--- src/rtl/add_pkg.sv ---
// rtl/add_pkg.sv - shared constants and FSM state type for the nibble-serial add controller
package add_pkg;

  localparam int NIBBLE_W = 4;

  typedef enum logic [1:0] {
    IDLE = 2'd0,
    RUN  = 2'd1,
    DONE = 2'd2
  } state_t;

endpackage

--- src/rtl/nibble_serial_add_ctrl.sv ---
// rtl/nibble_serial_add_ctrl.sv - streams a W-bit add one nibble per cycle through an external 4-bit adder
module nibble_serial_add_ctrl
  import add_pkg::*;
#(
  parameter int NIBBLES = 4
) (
  input  logic                      clk,
  input  logic                      rst_n,
  input  logic                      in_valid,
  output logic                      in_ready,
  input  logic [NIBBLE_W*NIBBLES-1:0] in_a,
  input  logic [NIBBLE_W*NIBBLES-1:0] in_b,
  input  logic                      in_cin,
  output logic [NIBBLE_W-1:0]       add_a,
  output logic [NIBBLE_W-1:0]       add_b,
  output logic                      add_cin,
  input  logic [NIBBLE_W-1:0]       add_sum,
  input  logic                      add_cout,
  output logic                      out_valid,
  input  logic                      out_ready,
  output logic [NIBBLE_W*NIBBLES-1:0] out_sum,
  output logic                      out_cout
);

  localparam int W     = NIBBLE_W * NIBBLES;
  localparam int IDX_W = (NIBBLES > 1) ? $clog2(NIBBLES) : 1;
  localparam logic [IDX_W-1:0] LAST_IDX = IDX_W'(NIBBLES - 1);

  state_t           state, next_state;
  logic [IDX_W-1:0] idx;
  logic [W-1:0]     a_reg, b_reg, sum_reg;
  logic             carry_reg;
  logic             last_nibble;

  assign last_nibble = (idx == LAST_IDX);

  always_ff @(posedge clk or negedge rst_n) begin
    if (!rst_n) state <= IDLE;
    else        state <= next_state;
  end

  always_comb begin
    next_state = state;
    case (state)
      IDLE:    if (in_valid) next_state = RUN;
      RUN:     if (last_nibble) next_state = DONE;
      DONE:    if (out_ready) next_state = IDLE;
      default: next_state = IDLE;
    endcase
  end

  // Handshake flags come only from registered state; adder inputs are quiet outside RUN.
  always_comb begin
    in_ready  = 1'b0;
    out_valid = 1'b0;
    add_a     = '0;
    add_b     = '0;
    add_cin   = 1'b0;
    case (state)
      IDLE: in_ready = 1'b1;
      RUN: begin
        add_a   = a_reg[NIBBLE_W*idx +: NIBBLE_W];
        add_b   = b_reg[NIBBLE_W*idx +: NIBBLE_W];
        add_cin = carry_reg;
      end
      DONE:    out_valid = 1'b1;
      default: in_ready = 1'b0;
    endcase
  end

  always_ff @(posedge clk or negedge rst_n) begin
    if (!rst_n) begin
      idx       <= '0;
      a_reg     <= '0;
      b_reg     <= '0;
      sum_reg   <= '0;
      carry_reg <= 1'b0;
    end else begin
      case (state)
        IDLE: begin
          if (in_valid) begin
            a_reg     <= in_a;
            b_reg     <= in_b;
            carry_reg <= in_cin;
            idx       <= '0;
          end
        end
        RUN: begin
          sum_reg[NIBBLE_W*idx +: NIBBLE_W] <= add_sum;
          carry_reg                         <= add_cout;
          if (!last_nibble) idx <= idx + 1'b1;
        end
        default: ;
      endcase
    end
  end

  assign out_sum  = sum_reg;
  assign out_cout = carry_reg;

endmodule
--- config.mk ---
export PLATFORM = sky130hd
export DESIGN_NAME = nibble_serial_add_ctrl
export DESIGN_NICKNAME = d
export VERILOG_FILES = /design/src/rtl/add_pkg.sv /design/src/rtl/nibble_serial_add_ctrl.sv
export SDC_FILE = /design/constraint.sdc
export NUM_CORES = 1
export LEC_CHECK = 0
export ABC_AREA = 1
export BUFFER_PORTS_ARGS = -buffer_cell sky130_fd_sc_hd__buf_2
export CAP_MARGIN = 15
export CORE_MARGIN = 5
export CORE_UTILIZATION = 45
export CTS_CLUSTER_DIAMETER = 50
export DETAILED_ROUTE_END_ITERATION = 8
export PLACE_DENSITY = 0.8
export SLEW_MARGIN = 20
export SYNTH_ARGS = -nofsm -noshare
export SYNTH_HDL_FRONTEND = slang
export SYNTH_SLANG_ARGS = --single-unit
--- constraint.sdc ---
create_clock -name clk -period 2.15 [get_ports clk]
set_input_delay 0.1075 -clock clk [delete_from_list [all_inputs] [get_ports clk]]
set_output_delay 0.1075 -clock clk [all_outputs]
set_load 0.01 [all_outputs]
; After elaboration in Yosys (flattened, before gate mapping)
; Index checks and enable logic that the tools add are counted.
[totals]
input_bits = 42
reg_bits = 53
out_inout_bits = 28
mem_count = 0
latch_bits = 0
wordCells = 40
ramBits = 0
rom_bits = 0
[op_classes]
div_mod_pow = 0
multipliers = 0
n_eq_ne = 7
bitwise_logic = 0
order_cmp = 0
n_mux = 15
shifts = 4
add_sub_neg = 2
n_reduce_logical = 6
[op_table]
columns = cell, count
row1 = $neg A4 Y34, 1
row2 = $shift A4 B34 Y16 const A, 1
row3 = $shiftx A4 B34 Y16, 1
row4 = $shiftx A16 B5 Y4, 2
row5 = $bwmux W16, 1
row6 = $mux W2, 5
row7 = $mux W4, 2
row8 = $ne A2 B2 Y1 const B, 4
row9 = $pmux W2 S3, 1
row10 = $reduce_and A3 Y1, 2
row11 = $eq A2 B2 Y1 const B, 2
row12 = $mux W1, 4
row13 = $pmux W2 S2, 1
row14 = $reduce_and A2 Y1, 2
row15 = $add A2 B1 Y2 const B, 1
row16 = $eq A2 B1 Y1 const B, 1
row17 = $logic_not A2 Y1, 1
row18 = $pmux W1 S2, 1
row19 = $reduce_bool A2 Y1, 1

; Longest topological paths before layout
; Gate-level depths: netlist of run 1.
[depth]
word_depth = 3
depth_mapped = 9
mapped_depth_nobuf = 8

; Worst setup path after synthesis of run 1
; Ideal clock, no wire load.
[synth_timing]
kind = reg-to-reg
start = reg idx[1]
end = reg sum_reg[15] (netlist: out_sum[15])
n_path_buf = 1
arrival_time_ps = 1671
stages_incl_launch_ff = 8
slack_ps = 414
t_required_ps = 2085
cell_sequence = dfrtp_1 buf_2 clkinv_1 ha_1 or2_2 nor2_2 nand2_1 nand2_1
[synth_between]
elab_chain_cells = 3
elab_cells_between_ends = 4
cone_classes = 1 x add/sub / 2 x shift / 1 x mux
[synth_lines]
columns = item, line_no
row1 = "start, declared", nibble_serial_add_ctrl.sv:30  ; logic [IDX_W-1:0] idx;
row2 = "start signal, assigned", nibble_serial_add_ctrl.sv:91  ; if (!last_nibble) idx <= idx + 1'b1;
row3 = $neg A4 Y34 (*), nibble_serial_add_ctrl.sv:89  ; sum_reg[NIBBLE_W*idx +: NIBBLE_W] <= add_sum;
row4 = $shiftx A4 B34 Y16 or $shift A4 B34 Y16 (tied branches), nibble_serial_add_ctrl.sv:89
row5 = $bwmux W16 (*), nibble_serial_add_ctrl.sv:89
row6 = "end signal, assigned by index", nibble_serial_add_ctrl.sv:89
row7 = "end, declared", nibble_serial_add_ctrl.sv:31  ; logic [W-1:0] a_reg, b_reg, sum_reg;
; Mark *: on every way between the ends. The rest lies on a longest branch, timed or not.
; A chain may end at the register's enable or synchronous reset.

; Worst setup path in the final report of run 1
[layout_timing]
start = reg state[1]
end = out add_a[0]
[layout_between]
elab_chain_cells = 2
[layout_lines]
columns = item, line_no
row1 = "start, declared", nibble_serial_add_ctrl.sv:29  ; state_t state, next_state;
row2 = "start signal, assigned", nibble_serial_add_ctrl.sv:39  ; else state <= next_state;
row3 = $eq A2 B1 Y1, nibble_serial_add_ctrl.sv:59  ; case (state)
row4 = $mux W4, nibble_serial_add_ctrl.sv:59
row5 = "end, declared", nibble_serial_add_ctrl.sv:14  ; output logic [NIBBLE_W-1:0] add_a,
; No other way between the ends.

==> flow_summary.ini, run 1 <==
[timing]
tns_ps = 0
rsz0062_at_grt = no
maxSlewHeadroom_pct = 61.0
tightest_slew_ps = 584
clock.fmax_mhz = 560
fin_crit_ps = 1790
clock_skew_ps = 9.89
hold_violations = 0
holdWs_ps = 48.0
slew_viol_final = 0
post-route-period-util_pct = 83.1
setup_viol = 0

[floorplan]
die_h_um = 85.8
fp.dieW_um = 85.8
rows = 27
ioPinCount = 70
start_util_pct = 46.6
core_sq_um = 5540
die_area_sq_um = 7350

[global_route]
grt_max_degree = 30
grt_pass1_wl_um = 10100
grt_pass1_vias = 2286
grt_antenna_before_repair = 0
overflow = 0
grt_util_all_layers_pct = 16.9

[layout]
final_cell_mix = 90 x nand2_1, 69 x buf_2, 53 x dfrtp_1, 52 x inv_1, 42 x nor2_1
drive_above_1_share_pct = 22.4
final-seq-area_sq_um = 1330
antenna_cells_inserted = 0
multiInputGateArea_sq_um = 983
utilization_pct = 56.1
nNetsFinal = 457
syn_to_final_growth_pct = 20.4
fill_cells = 542
layout_commonest_cell = nand2_1

[routing]
drtIter0Drc = 75
firstDrtPassIters = 4
wire_per_inst_um = 12.1
routed_wirelength_um = 5810
ant_nets = 0
vias = 2302
drcViolationCount = 0
routed_via_density = 4.78

[synth]
netlist.area_leader.share_pct = 51.4
ys_warn_count = 0
syn_area_per_cell_sq_um = 7.66
yosys.area.top_type = dfrtp_1
ys_seq_elements = 53
synth-seq-area-share_pct = 51.4
synthFlopType = dfrtp_1
netlist_area_sq_um = 2580
netlist-cell-type-count = 19
synth_edf_count = 0
syn-num-nets = 384
synthCells = 337
async_reset_ff_share_pct = 100
synthTopCellsByArea = dfrtp_1 51%, nand2_1 13%, a21oi_1 7.8%

[clock_network]
cts_root_buffer = clkbuf_8
clockBufferDepth = 2
cts_tree = built
worstSkewPairLatency_ps = 300
cts.sink_count = 53
ctsResizeCount = 0
numCtsBuffers = 5
cts_max_level = 2
cts.clk_slew.worst_paths_ps = 90

[power]
power_switching_mw = 1.95
ir_worst_vdd_v = 0.000872
clockPowerShare_pct = 12.4
pwr-share-seq_pct = 36.2
p_leak_nw = 1.80
power_density_nw_per_um2 = 1440
intPower_mw = 2.54
combPwrFrac_pct = 51.4
power_switching_share_pct = 43.4

[run_status]
outcome = finished, final reports clean

[place]
port_buffers = 69
post-dp-hpwl_um = 4300
gp_congestion = 0.835

[worst_hold_path]
min_path_type = in -> reg

[critical_path]
critical_path_arrival_ps = 1680
endpoint_kind = output port
critPathKind = reg -> out
start_kind = flop
path_max_fanout = 14
crit_required_ps = 2040

[flow_run]
drv_cap = 0
-- power by group through the flow --
stage | Sequential [mW] | Clock, mW | Combinational, mW
2_1_floorplan | 1.69 | 0 | 1.56
3_3_place_gp | 1.63 | 0 | 2.26
3_5_place_dp | 1.65 | 0 | 2.32
4_1_cts | 1.63 | 0.576 | 2.34
5_1_grt | 1.68 | 0.607 | 2.66
6_report | 1.62 | 0.555 | 2.31
-- path summary, 6_finish.rpt --
path	slack (ps)	startpoint	end	cells after the start
max	360	state[1]	add_a[0]	4
min	50	in_a[9]	a_reg[9]	3
max reg2reg	590	state[1]	out_sum[2]	7
min reg2reg	480	out_sum[5]	out_sum[5]	2
max in group asynchronous	1520	rst_n	b_reg[3]	3
min in group asynchronous	330	rst_n	out_sum[1]	3
-- cell families after synthesis --
| group | synth area share, % |
|---|---|
| flip-flops | 51.4 |
| buffers and inverters | 10.6 |
| AO/OA/AOI/OAI | 8.24 |
| adder cells (fa/ha/maj) | 2.42 |
| AND/OR/NAND/NOR | 27.4 |
-- worst max-delay path, cell delays in order (launching register included) --
cell and delay, ps:
dfrtp_1 440, inv_1 130, nand2_1 360, a21oi_1 280, buf_2 170
-- area by class of cell --
cell class	count	area share, %
Clock buffer	7	2.78
Inverter	53	6.40
Multi-Input combinational cell	218	31.6
Sequential cell	53	42.6
Tap cell	72	2.90
Timing Repair Buffer	79	13.7
-- Yosys cell counts (3+ instances only) --
cell type and count:
nand2_1 90, inv_1 52, nor3_1 3, nand2_2 3
a21oi_1 40, clkbuf_1 3, nor2_1 42, dfrtp_1 53
buf_2 8, nor2_2 4, nand3_1 26, ha_1 5
-- layer usage --
layer,routed length (um),track usage [%],up-vias
met4,55,4.46,0
met2,2670,29.2,71
met3,458,4.51,7
met1,2620,20.9,1052
met5,0,0,-
li1,-,-,1172
-- metrics by stage --
stage / std cells / area (sq um) / power, mW / worst slack, ps
2_1_floorplan: 337 / 2580 / 3.26 / 414
6_report: 482 / 3110 / 4.49 / 364
4_1_cts: 482 / 3110 / 4.54 / 375
3_5_place_dp: 473 / 3000 / 3.97 / 617
5_1_grt: 482 / 3110 / 4.95 / 218
3_3_place_gp: 473 / 3000 / 3.89 / 660
-- what timing repair did --
item | 4_1_cts | 5_1_grt
hold buffers | 2 | 0
hold endpoints to repair | 54 | 0
setup endpoints to repair | 0 | 0
setup buffers | 0 | 0
Note: power is estimated with default switching activity, not from simulation.
==> run 2: changes to the inputs <==
Settings changed: PLACE_DENSITY 0.8 to 0.83.
Clock period 2.15 ns to 1.5 ns, I/O delays scaled along.
==> flow_summary.ini, run 2 (same netlist as run 1, synthesis figures left out) <==
[timing]
slew_viol_final = 0
fin_crit_ps = 1480
maxSlewHeadroom_pct = 77.6
rsz0062_at_grt = yes
tns_ps = 0
tightest_slew_ps = 333
post-route-period-util_pct = 98.7
clock.fmax_mhz = 676
clock_skew_ps = 12.5
holdWs_ps = -0.0396
setup_viol = 0
hold_violations = 1

[clock_network]
cts_max_level = 2
numCtsBuffers = 5
cts_root_buffer = clkbuf_8
cts_tree = built
cts.sink_count = 53
worstSkewPairLatency_ps = 310
cts.clk_slew.worst_paths_ps = 100
clockBufferDepth = 2

[layout]
post_layout_nonfiller_instances = 486
final_cell_mix = 89 x nand2_1, 69 x buf_2, 52 x dfrtp_1, 50 x inv_1, 41 x nor2_1
syn_to_final_growth_pct = 25.4
drive_above_1_share_pct = 26.1
antenna_cells_inserted = 0
nNetsFinal = 460
layout_commonest_cell = nand2_1
utilization_pct = 58.4

[floorplan]
rows = 27
fp.dieW_um = 85.8
ioPinCount = 70
core_sq_um = 5540
die_area_sq_um = 7350
start_util_pct = 46.6
die_h_um = 85.8

[critical_path]
endpoint_kind = output port
critical_path_arrival_ps = 1410
critPathKind = reg -> out
crit_required_ps = 1420
start_kind = flop
path_max_fanout = 16

[routing]
wl_met3_um = 580
ant_nets = 0
drcViolationCount = 0
highest_layer = met4
met2_length_um = 2690
vias = 2329
wire_per_inst_um = 12.0
routed_wirelength_um = 5860
firstDrtPassIters = 4
routed_via_density = 4.79
drtIter0Drc = 102
met1_length_um = 2510

[power]
ir_worst_vdd_v = 0.000980
power_density_nw_per_um2 = 2120
p_total_mw = 6.86
p_leak_nw = 1.84

[run_status]
violations = hold timing
outcome = complete, but fails checks

[place]
post-dp-hpwl_um = 4160
placed_cells = 474
port_buffers = 69
gp_congestion = 0.868

[global_route]
overflow = 0
grt_max_degree = 70
grt_util_all_layers_pct = 16.7
grt_antenna_before_repair = 0
grt_pass1_vias = 2175
grt_pass1_wl_um = 9840

[worst_hold_path]
min_path_type = in -> reg

[flow_run]
drv_cap = 0
-- run 2: changes by cell type in the layout (fill, tap and decap cells not counted), moves of 2 or more --
cell,delta
a21oi_2,+4
clkinv_4,+2
ha_1,-2
buf_4,-2
inv_1,-2
buf_12,+3
inv_2,+2
a21oi_1,-4
nor2_4,+2
-- run 2: where the power goes --
group          switching [mW]  internal (mW)
registers               0.259           2.08
clock network           0.466          0.375
logic                    2.26           1.42
-- run 2: path summary, 6_finish.rpt --
| kind | cells past startpoint | end | slack, ps | startpoint |
|---|---|---|---|---|
| worst max-delay path | 6 | add_b[2] | 20 | idx[0] |
| worst min register to register | 2 | out_sum[6] | 480 | out_sum[6] |
| worst max register to register | 6 | out_sum[15] | 60 | idx[0] |
| min in group asynchronous | 3 | a_reg[8] | 290 | rst_n |
| worst min-delay path | 3 | b_reg[10] | -0.04 | in_b[10] |
| max in group asynchronous | 3 | state[0] | 980 | rst_n |
-- run 2: metal layers --
| layer | vias to the layer above | GRT usage [%] |
|---|---|---|
| met5 | - | 0 |
| met2 | 91 | 27.7 |
| met1 | 1052 | 21.2 |
| met3 | 9 | 4.90 |
| li1 | 1177 | - |
| met4 | 0 | 4.89 |
-- run 2: repair_timing --
action | in CTS | in global routing
cloned | 0 | 0
setup endpoints to repair | 9 | 12
setup buffers | 1 | 0
pin swaps | 0 | 1
hold buffers | 3 | 0
endpoints found under the hold margin | 55 | 0
gates resized for setup | 5 | 10
-- run 2: through the flow --
| stage | worst slack (ps) | cell area, sq um |
|---|---|---|
| floorplan | 3.05 | 2610 |
| global placement | 147 | 3060 |
| detailed placement | 16.7 | 3060 |
| CTS | 5.05 | 3200 |
| global route | -75.5 | 3240 |
| finish | 19.7 | 3240 |
-- run 2: critical path, cell delays in order (launching register included) --
cell,delay (ps)
dfrtp_1,390
inv_2,90
buf_12,160
nand2_1,50
nand3_1,90
a21oi_2,160
buf_2,150
-- run 2: final cells by class --
type,instances,area [sq um]
timing repair buffer,82,492
inverter,53,204
fill,516,2300
clock inverter,2,13.8
clock buffer,6,82.6
multi-input combinational,218,1030
tap,72,90.1
sequential,53,1330
==> run 3: changes to the inputs <==
--- a/config.mk
+++ b/config.mk
@@ -12,6 +12,7 @@
 export CORE_UTILIZATION = 45
 export CTS_CLUSTER_DIAMETER = 50
+export CTS_CLUSTER_SIZE = 14
 export DETAILED_ROUTE_END_ITERATION = 8
-export PLACE_DENSITY = 0.83
+export PLACE_DENSITY = 0.75
 export SLEW_MARGIN = 20
 export SYNTH_ARGS = -nofsm -noshare
==> constraint.sdc (replaced) <==
create_clock -name clk -period 1.5 [get_ports clk]
set_input_delay 0.15 -clock clk [delete_from_list [all_inputs] [get_ports clk]]
set_output_delay 0.15 -clock clk [all_outputs]
set_load 0.01 [all_outputs]
==> flow_summary.ini, run 3 (same netlist as run 1, synthesis figures left out) <==
[clock_network]
cts.clk_slew.worst_paths_ps = 90
cts_tree = built
clockBufferDepth = 2
worstSkewPairLatency_ps = 300
cts.sink_count = 53
cts_max_level = 2
numCtsBuffers = 5
cts_root_buffer = clkbuf_8

[global_route]
grt_util_all_layers_pct = 16.3
overflow = 0
grt_pass1_vias = 2217
grt_pass1_wl_um = 9650
grt_max_degree = 70
grt_antenna_before_repair = 0

[timing]
rsz0062_at_grt = yes
clock_skew_ps = 5.77
clock.fmax_mhz = 661
post-route-period-util_pct = 101
fin_crit_ps = 1510
maxSlewHeadroom_pct = 76.7
hold_violations = 0
timing.final.ws_setup_ps = -13.8
setup_viol = 2
slew_viol_final = 0
tightest_slew_ps = 347

[routing]
wire_per_inst_um = 12.1
drcViolationCount = 0
routed_via_density = 4.78
drtIter0Drc = 92
vias = 2325
routed_wirelength_um = 5890
firstDrtPassIters = 4
ant_nets = 0

[place]
post-dp-hpwl_um = 4230
gp_congestion = 0.844
port_buffers = 69

[layout]
final-seq-area_sq_um = 1330
antenna_cells_inserted = 0
utilization_pct = 58.8
fill_cells = 540
multiInputGateArea_sq_um = 1040
layout_commonest_cell = nand2_1
nNetsFinal = 460
final_cell_mix = 85 x nand2_1, 69 x buf_2, 53 x dfrtp_1, 50 x inv_1, 41 x nor2_1
syn_to_final_growth_pct = 26.1
drive_above_1_share_pct = 27.3

[power]
ir_worst_vdd_v = 0.00101
power_density_nw_per_um2 = 2130
p_total_mw = 6.95
p_leak_nw = 1.85

[floorplan]
ioPinCount = 70
rows = 27
fp.dieW_um = 85.8
start_util_pct = 46.6
die_h_um = 85.8
die_area_sq_um = 7350
core_sq_um = 5540

[run_status]
violations = setup timing
outcome = complete, but fails checks

[critical_path]
start_kind = flop
path_max_fanout = 22
critPathKind = reg -> out
crit_required_ps = 1350
endpoint_kind = output port
critical_path_arrival_ps = 1360

[worst_hold_path]
min_path_type = in -> reg

[flow_run]
drv_cap = 0
## run 3: changes by cell type in the layout (fill, tap and decap cells not counted), moves of 2 or more
cell           previous run  this run
dlygate4sd3_1             3         1
buf_6                     1         4
nand2_2                   4         8
nand2_1                  89        85
## run 3: power breakdown
| group | switching (mW) | leakage, nW | internal, mW |
|---|---|---|---|
| registers | 0.257 | 0.622 | 2.08 |
| logic | 2.26 | 1.18 | 1.49 |
| clock network | 0.447 | 0.0542 | 0.418 |
| total | 2.96 | 1.85 | 3.98 |
## run 3: worst max-delay path: stages, from the launching register on
cell	delay (ps)
dfrtp_1	410
buf_6	180
nand2_1	80
nand3_1	80
a21oi_1	160
buf_2	150
## run 3: per-layer routing
layer	track usage, %	vias up	part of all wire, %
li1	-	1173	-
met1	20.2	1076	43
met2	28.0	66	48
met3	4.23	10	7.4
met4	5.04	0	1.5
met5	0	-	0
## run 3: layout make-up
type,count,area share [%]
Clock buffer,7,2.96
Clock inverter,1,0.154
Inverter,53,6.26
Multi-Input combinational cell,218,31.8
Sequential cell,53,40.7
Tap cell,72,2.77
Timing Repair Buffer,82,15.3
## run 3: final timing paths
| kind | to | from | cells past startpoint | slack, ps |
|---|---|---|---|---|
| setup / recovery | add_a[1] | idx[0] | 5 | -10 |
| hold / removal | state[1] | out_ready | 2 | 30 |
| setup reg to reg | out_sum[3] | idx[0] | 8 | 60 |
| hold reg to reg | out_sum[8] | out_sum[8] | 2 | 480 |
| max in group asynchronous | state[1] | rst_n | 3 | 890 |
| min in group asynchronous | out_sum[12] | rst_n | 3 | 360 |
## run 3: per-stage QoR
stage               hold slack (ps)  setup TNS (ps)  std cells  worst slack [ps]  cell area [sq um]
CTS                            21.8           -82.7        486             -23.5               3220
global placement                162               0        474               146               3060
finish                         33.2           -15.9        486             -13.8               3260
floorplan                      -146               0        337              3.05               2610
detailed placement              165               0        474              69.0               3060
global route                   29.3            -633        486              -109               3260
## run 3: what timing repair did
action	in CTS	in global routing
resized for setup	9	12
pin swaps	3	2
endpoints found under the hold margin	53	0
hold buffers	1	0
buffers inserted	3	0
endpoints found under the setup margin	9	19
